[config.mk]
export PLATFORM = sky130hd
export DESIGN_NAME = alu_pipe
export DESIGN_NICKNAME = d
export VERILOG_FILES = /design/src/rtl/alu_pipe.sv
export SDC_FILE = /design/constraint.sdc
export NUM_CORES = 1
export LEC_CHECK = 0
export BUFFER_PORTS_ARGS = -buffer_cell sky130_fd_sc_hd__buf_4
export CAP_MARGIN = 0
export CORE_ASPECT_RATIO = 1.5
export CORE_MARGIN = 1.5
export CORE_UTILIZATION = 50
export CTS_BUF_LIST = sky130_fd_sc_hd__clkbuf_4
export DETAILED_ROUTE_END_ITERATION = 12
export HOLD_SLACK_MARGIN = 0.05
export PLACE_DENSITY = 0.73
export SYNTH_ARGS = -nofsm -noshare
export SYNTH_HDL_FRONTEND = slang
export SYNTH_SLANG_ARGS = --single-unit
[constraint.sdc]
create_clock -name clk -period 6.01 [get_ports clk]
set_input_delay 1.5025 -clock clk [delete_from_list [all_inputs] [get_ports clk]]
set_output_delay 1.5025 -clock clk [all_outputs]
set_load 0.005 [all_outputs]
[src/rtl/alu_pipe.sv]
// Pipelined ALU with valid/ready handshakes on both sides.
// Stage 0 captures the combinational result; the last stage drives the outputs.
// A stage may load whenever it is empty or the stage below it is moving, so
// bubbles collapse and a full pipeline can accept and deliver in the same cycle.
module alu_pipe #(
  parameter int unsigned WIDTH   = 32,
  parameter int unsigned LATENCY = 2
) (
  input  logic             clk,
  input  logic             rst,
  input  logic             in_valid,
  output logic             in_ready,
  input  logic [WIDTH-1:0] a,
  input  logic [WIDTH-1:0] b,
  input  logic [2:0]       op,
  output logic             out_valid,
  input  logic             out_ready,
  output logic [WIDTH-1:0] s,
  output logic             zero,
  output logic             carry
);

  localparam int unsigned ShW = (WIDTH > 1) ? $clog2(WIDTH) : 1;

  // Result of the beat currently offered on the input
  logic [ShW-1:0]   shamt;
  logic [WIDTH:0]   sum_ext;
  logic [WIDTH-1:0] res;
  logic             res_c;
  logic             res_z;

  // Per-stage state
  logic [LATENCY-1:0] v_q;
  logic [LATENCY-1:0] z_q;
  logic [LATENCY-1:0] c_q;
  logic [WIDTH-1:0]   s_q [LATENCY];
  logic [LATENCY-1:0] adv;

  // Operation decode and flag generation for the offered operands
  always_comb begin
    shamt   = b[ShW-1:0];
    sum_ext = {1'b0, a} + {1'b0, b};
    res     = '0;
    res_c   = 1'b0;
    unique case (op)
      3'b000: begin
        res   = sum_ext[WIDTH-1:0];
        res_c = sum_ext[WIDTH];
      end
      3'b001: begin
        res   = a - b;
        res_c = (a < b);
      end
      3'b010: res = a & b;
      3'b011: res = a | b;
      3'b100: res = a ^ b;
      3'b101: res = a << shamt;
      3'b110: res = a >> shamt;
      3'b111: res = {{(WIDTH-1){1'b0}}, ($signed(a) < $signed(b))};
    endcase
    res_z = (res == '0);
  end

  // Stage i moves unless it and every stage below it is full and the consumer stalls.
  // Written as a flat reduction rather than a chain to keep the ready path free of
  // self-referencing vector bits.
  always_comb begin
    for (int i = 0; i < int'(LATENCY); i++) begin
      adv[i] = out_ready;
      for (int j = i; j < int'(LATENCY); j++) begin
        if (!v_q[j]) adv[i] = 1'b1;
      end
    end
  end

  // Pipeline registers: load from upstream whenever the stage advances
  always_ff @(posedge clk or posedge rst) begin
    if (rst) begin
      v_q <= '0;
      z_q <= '0;
      c_q <= '0;
      for (int i = 0; i < int'(LATENCY); i++) begin
        s_q[i] <= '0;
      end
    end else begin
      if (adv[0]) begin
        v_q[0] <= in_valid;
        if (in_valid) begin
          s_q[0] <= res;
          z_q[0] <= res_z;
          c_q[0] <= res_c;
        end
      end
      for (int i = 1; i < int'(LATENCY); i++) begin
        if (adv[i]) begin
          v_q[i] <= v_q[i-1];
          // Payload only follows real beats; bubbles leave it untouched
          if (v_q[i-1]) begin
            s_q[i] <= s_q[i-1];
            z_q[i] <= z_q[i-1];
            c_q[i] <= c_q[i-1];
          end
        end
      end
    end
  end

  assign in_ready  = adv[0];
  assign out_valid = v_q[LATENCY-1];
  assign s         = s_q[LATENCY-1];
  assign zero      = z_q[LATENCY-1];
  assign carry     = c_q[LATENCY-1];

endmodule

# [Word level (Yosys, flattened, before mapping)]
# Cells that the tools add are included.
[totals] word_cells=33 reg_bits=70 mem_bits_ro=0 memories=0 latchBits=0 output_inout_bits=36 input_bits=71 ramBits=0
[classes] eq_ne=7 bitwise=3 order_cmp=2 mux=5 n_shift=2 multipliers=0 div_mod_pow=0 reduce_logical=4 addsub=2
[op_table] op="$pmux 32 s8" n=1
[op_table] op="$lt 32x32->1" n=2
[op_table] op="$add 32x32->33" n=1
[op_table] op="$and 32x32->32" n=1
[op_table] op="$logic_not 32->1" n=1
[op_table] op="$or 32x32->32" n=1
[op_table] op="$shl 32x5->32" n=1
[op_table] op="$shr 32x5->32" n=1
[op_table] op="$sub 32x32->32" n=1
[op_table] op="$xor 32x32->32" n=1
[op_table] op="$eq 3x3->1 const B" n=4
[op_table] op="$eq 3x2->1 const B" n=2
[op_table] op="$reduce_and 2->1" n=2
[op_table] op="$eq 3x1->1 const B" n=1
[op_table] op="$logic_not 3->1" n=1
[op_table] op="$mux 1" n=3
[op_table] op="$pmux 1 s2" n=1

# [Longest topological paths before layout]
[logic_depth] depth_word=3 mapped_depth=18 depth_no_buf=15

# [Least setup slack after synthesis]
# Ideal clock, no wire load.
[synth_timing] path_kind="in2reg" from="in b[2]" to="reg z_q[0]" slack_ns=0.579 arrival_time_ns=5.327 path_buffers=4 setup_ns=0.104 t_required_ns=5.906 path_stages=17 path_cell_list="inv_1 clkbuf_1 clkbuf_1 clkbuf_1 ha_1 buf_2 o21ai_1 or4_1 a21oi_1 a211o_1 a311oi_2 o21ai_0 and2_1 a2bb2oi_1 or3b_1 or4_1 o41ai_2"
[synth_via] elab_chain_len=3 elab_cells_between_ends=10 classes_between="add/sub (2); order compare (1); shift (2); mux (1); bitwise (3); reduce/logical (1)"
[synth_lines] element="from (decl)" line_no="14" rtl="input logic [WIDTH-1:0] b,"
[synth_lines] element="$sub 32x32->32, or another cell as far along" line_no="51" rtl="res = a - b;"
[synth_lines] element="$pmux 32 s8 (*)" line_no="45" rtl="unique case (op)"
[synth_lines] element="$logic_not 32->1 (*)" line_no="61" rtl="res_z = (res == '0);"
[synth_lines] element="to (signal assigned)" line_no="90" rtl="z_q[0] <= res_z;"
[synth_lines] element="to (signal, indexed assignment)" line_no="100" rtl="z_q[i] <= z_q[i-1];"
[synth_lines] element="to (decl)" line_no="34" rtl="logic [LATENCY-1:0] z_q;"
# Every way passes the cells marked *; elsewhere a longest branch is shown, timed or not.
# A chain may end at the register's enable or synchronous reset.

# [Final worst setup path]
[layout_timing] from="in a[10]" to="reg z_q[0]"
[layout_via] elab_chain_len=3 elab_cells_between_ends=10 classes_between="add/sub (2); order compare (1); shift (2); mux (1); bitwise (3); reduce/logical (1)"
[layout_lines] element="from (decl)" line_no="13" rtl="input logic [WIDTH-1:0] a,"
[layout_lines] element="$sub 32x32->32, or another cell as far along" line_no="51"
[layout_lines] element="$pmux 32 s8 (*)" line_no="45"
[layout_lines] element="$logic_not 32->1 (*)" line_no="61"
# Marked as above.

==> run summary <==
First-pass GRT wire length - 77440 um
H-tree depth - 3
Crit start category - input pin
Post-layout minimum cycle time - 5.278 ns
Number of unique standard cell types used by synthesis - 87
Proportion of netlist area held by the largest area contributor - 0.1464
Detailed Routing Iterations Pass 1 - 6
Fraction of final layout cells sized beyond drive strength 1 - 0.1952
Number of buffers on the longest clock path - 2
Final Hold Violating Endpoints - 0
Leading area contributor after synthesis - dfrtp_1
Wire length per cell - 27.14 um
Total power density per cell area - 172.1 nW/um^2
Antenna violations before repair - 1
Number of buffers added to fix hold violations after cts - 0
CP endpoint kind - flip-flop
Post-synthesis cell area - 11970 um^2
Number of nets still failing antenna checks after routing - 0
Number of input and output port buffers inserted - 106
Final worst path period share - 0.8783
Setup fix buffers added after clock tree synthesis - 0
Synthesized Nets - 1747
Worst-Skew Late Latency - 0.42 ns
Initial cell density of the core - 0.5078
Die outline width - 129.3 um
Post-DR vias/cell - 6.895
Required @ worst endpoint - 6.33 ns
Core footprint - 23570 um^2
Number of maximum-capacitance violations - 0
Die outline area - 24890 um^2
Accumulated negative setup slack - 0 ns
Reported leakage power - 5.749 nW
Biggest fanout along the worst timing path - 11
Total global routing overflow - 0
Final RePlAce weighted congestion - 1.044
Uppermost signal routing layer after detailed routing - met4
Total wire length - 52760 um
RSZ-0062 raised after global routing - no
Clock root cell - clkbuf_4
Max VDD drop - 0.0001362 V
# IOs - 107
Number of buffers created by CTS - 9
Clock tree sinks - 70
Clock-pin transition on the worst setup and hold timing paths - 0.10 ns
DRC viols - 0
Total global routing track utilization - 0.4174
Tightest Hold Check Type - flip-flop to flip-flop
Die height - 192.5 um
Power Total - 2.262 mW
Result of the run - finished, final reports clean
Max-slew violations - 0
Largest cells by area after synthesis - dfrtp_1 (15%), ha_1 (10%), mux2_2 (6.7%)
Setup Crit Path Kind - input pin to flip-flop
Arrival time of data at the critical path endpoint - 5.60 ns
Number of gates resized after cts - 0
Number of global-route vias before repair - 12662
TritonCTS clock tree - done
Slew at the pin closest to its max-slew limit - 0.8651 ns
Area added between synthesis and finish - 9.838%
Post-synth EDFFs - 0
Final worst clock skew - 0.01322 ns
Met2 routed wirelength - 24950 um
# setup viols final - 0
Post-synthesis sequential element count - 70
Synth Area per Inst - 7.589 um^2
Pin count of the biggest net entering global routing - 60
Main synth FF type - dfrtp_1
Row count - 69
Total number of vias - 13404
Syn. warnings - 0
Met1 WL - 19550 um
HPWL Detailed - 42180 um
NumNets Final - 1789
Maximum clock rate - 0.1895 GHz
Number of fill cells - 2282
Sequential area share after synthesis - 0.1464
Initial detailed-routing violation count - 1693
Cells after synthesis - 1577
Met3 wire len - 4003 um
Max-Slew Margin vs Limit - 0.4160
Share of async-settable or async-resettable flops after synthesis - 1.000
## power by group
group / internal, mW / switching, mW / total [mW]
combinational: 0.543 / 0.782 / 1.32
sequential: 0.588 / 0.0619 / 0.650
clock: 0.130 / 0.158 / 0.288
total: 1.26 / 1.00 / 2.26
## worst max-delay path, cell delays in order
cell,delay [ns]
buf_4,0.16
inv_1,0.06
ha_1,0.32
buf_4,0.20
inv_1,0.11
o311ai_0,0.42
a31oi_1,0.21
or4_1,0.68
a2111oi_0,0.66
nor2_1,0.14
xnor2_1,0.16
a221o_1,0.40
nor2_1,0.15
nand4_1,0.12
o41ai_2,0.29
## cells in the mapped netlist, drive strengths merged, types with 31 or more instances
cell,number
a211oi,34
a21oi,123
buf,74
clkbuf,75
dfrtp,70
ha,97
inv,96
mux2,73
mux2i,64
nand2,122
nand3,37
nor2,148
nor3,45
o211ai,31
o21ai,95
## placed cells by master, fill, tap and decap left out, types with 44 or more instances in the layout
master / synthesis / layout
nor2_1: 148 / 148
mux2_2: 71 / 71
mux2i_1: 63 / 63
a21oi_1: 122 / 122
buf_4: 33 / 178
ha_1: 97 / 97
dfrtp_1: 70 / 70
nor3_1: 45 / 44
o21ai_0: 91 / 91
nand2_1: 122 / 122
inv_1: 95 / 94
## per-layer routing
metal  global-route usage  vias to the layer above
li1                     -                     5902
met1               0.4893                     6446
met2               0.7060                      839
met3              0.04852                      217
met4               0.2865                        0
met5                    0                        -
## area by class of cell
type	instances	area, um^2	share of cell area
Tap cell	319	399.1	0.03036
Inverter	98	367.9	0.02798
Timing Repair Buffer	180	1376	0.1047
Clock inverter	6	62.56	0.004759
Antenna cell	1	2.502	0.0001904
Sequential cell	70	1752	0.1333
Multi-Input combinational cell	1260	9110	0.6930
Clock buffer	10	75.07	0.005711
## through the flow
step                      setup slack (ns)  hold slack [ns]    util  instance area (um^2)  std cells
after floorplan                     0.5793           0.4418       -                 11970       1577
after global placement              0.4212           0.4593  0.5518                 13010       1927
after detailed placement            0.4473           0.4665  0.5518                 13010       1927
after CTS                           0.8839           0.4934  0.5576                 13140       1943
after global routing                0.5265           0.5164  0.5577                 13150       1944
final                               0.7317           0.4866  0.5577                 13150       1944
## cells by family after synthesis
family	after synthesis	synth area share
flip-flops	70	0.1464
adder cells (fa/ha/maj)	99	0.1048
multiplexers	160	0.1668
AND/OR/NAND/NOR	495	0.1982
XOR/XNOR	21	0.01537
buffers and inverters	247	0.09357
AO/OA/AOI/OAI	485	0.2750
## sequential cells by signal, summed over array words and instances, names as in the netlist
| register | cells |
|---|---|
| v_q | 2 |
| s_q | 32 |
| z_q | 2 |
| s | 32 |
| c_q | 2 |
## path summary, 6_finish.rpt
check | endpoint | depth (start not counted) | slack (ns) | from
worst max-delay path | z_q[0] | 15 | 0.73 | a[10]
max in group asynchronous | s[12] | 3 | 4.03 | rst
min in group asynchronous | s[22] | 2 | 1.00 | rst
worst min-delay path | s_q[34] | 2 | 0.49 | s_q[34]
worst max register to register | z_q[0] | 13 | 2.75 | v_q[1]
worst min register to register | s_q[34] | 2 | 0.49 | s_q[34]
(Power assumes the default switching activity.)
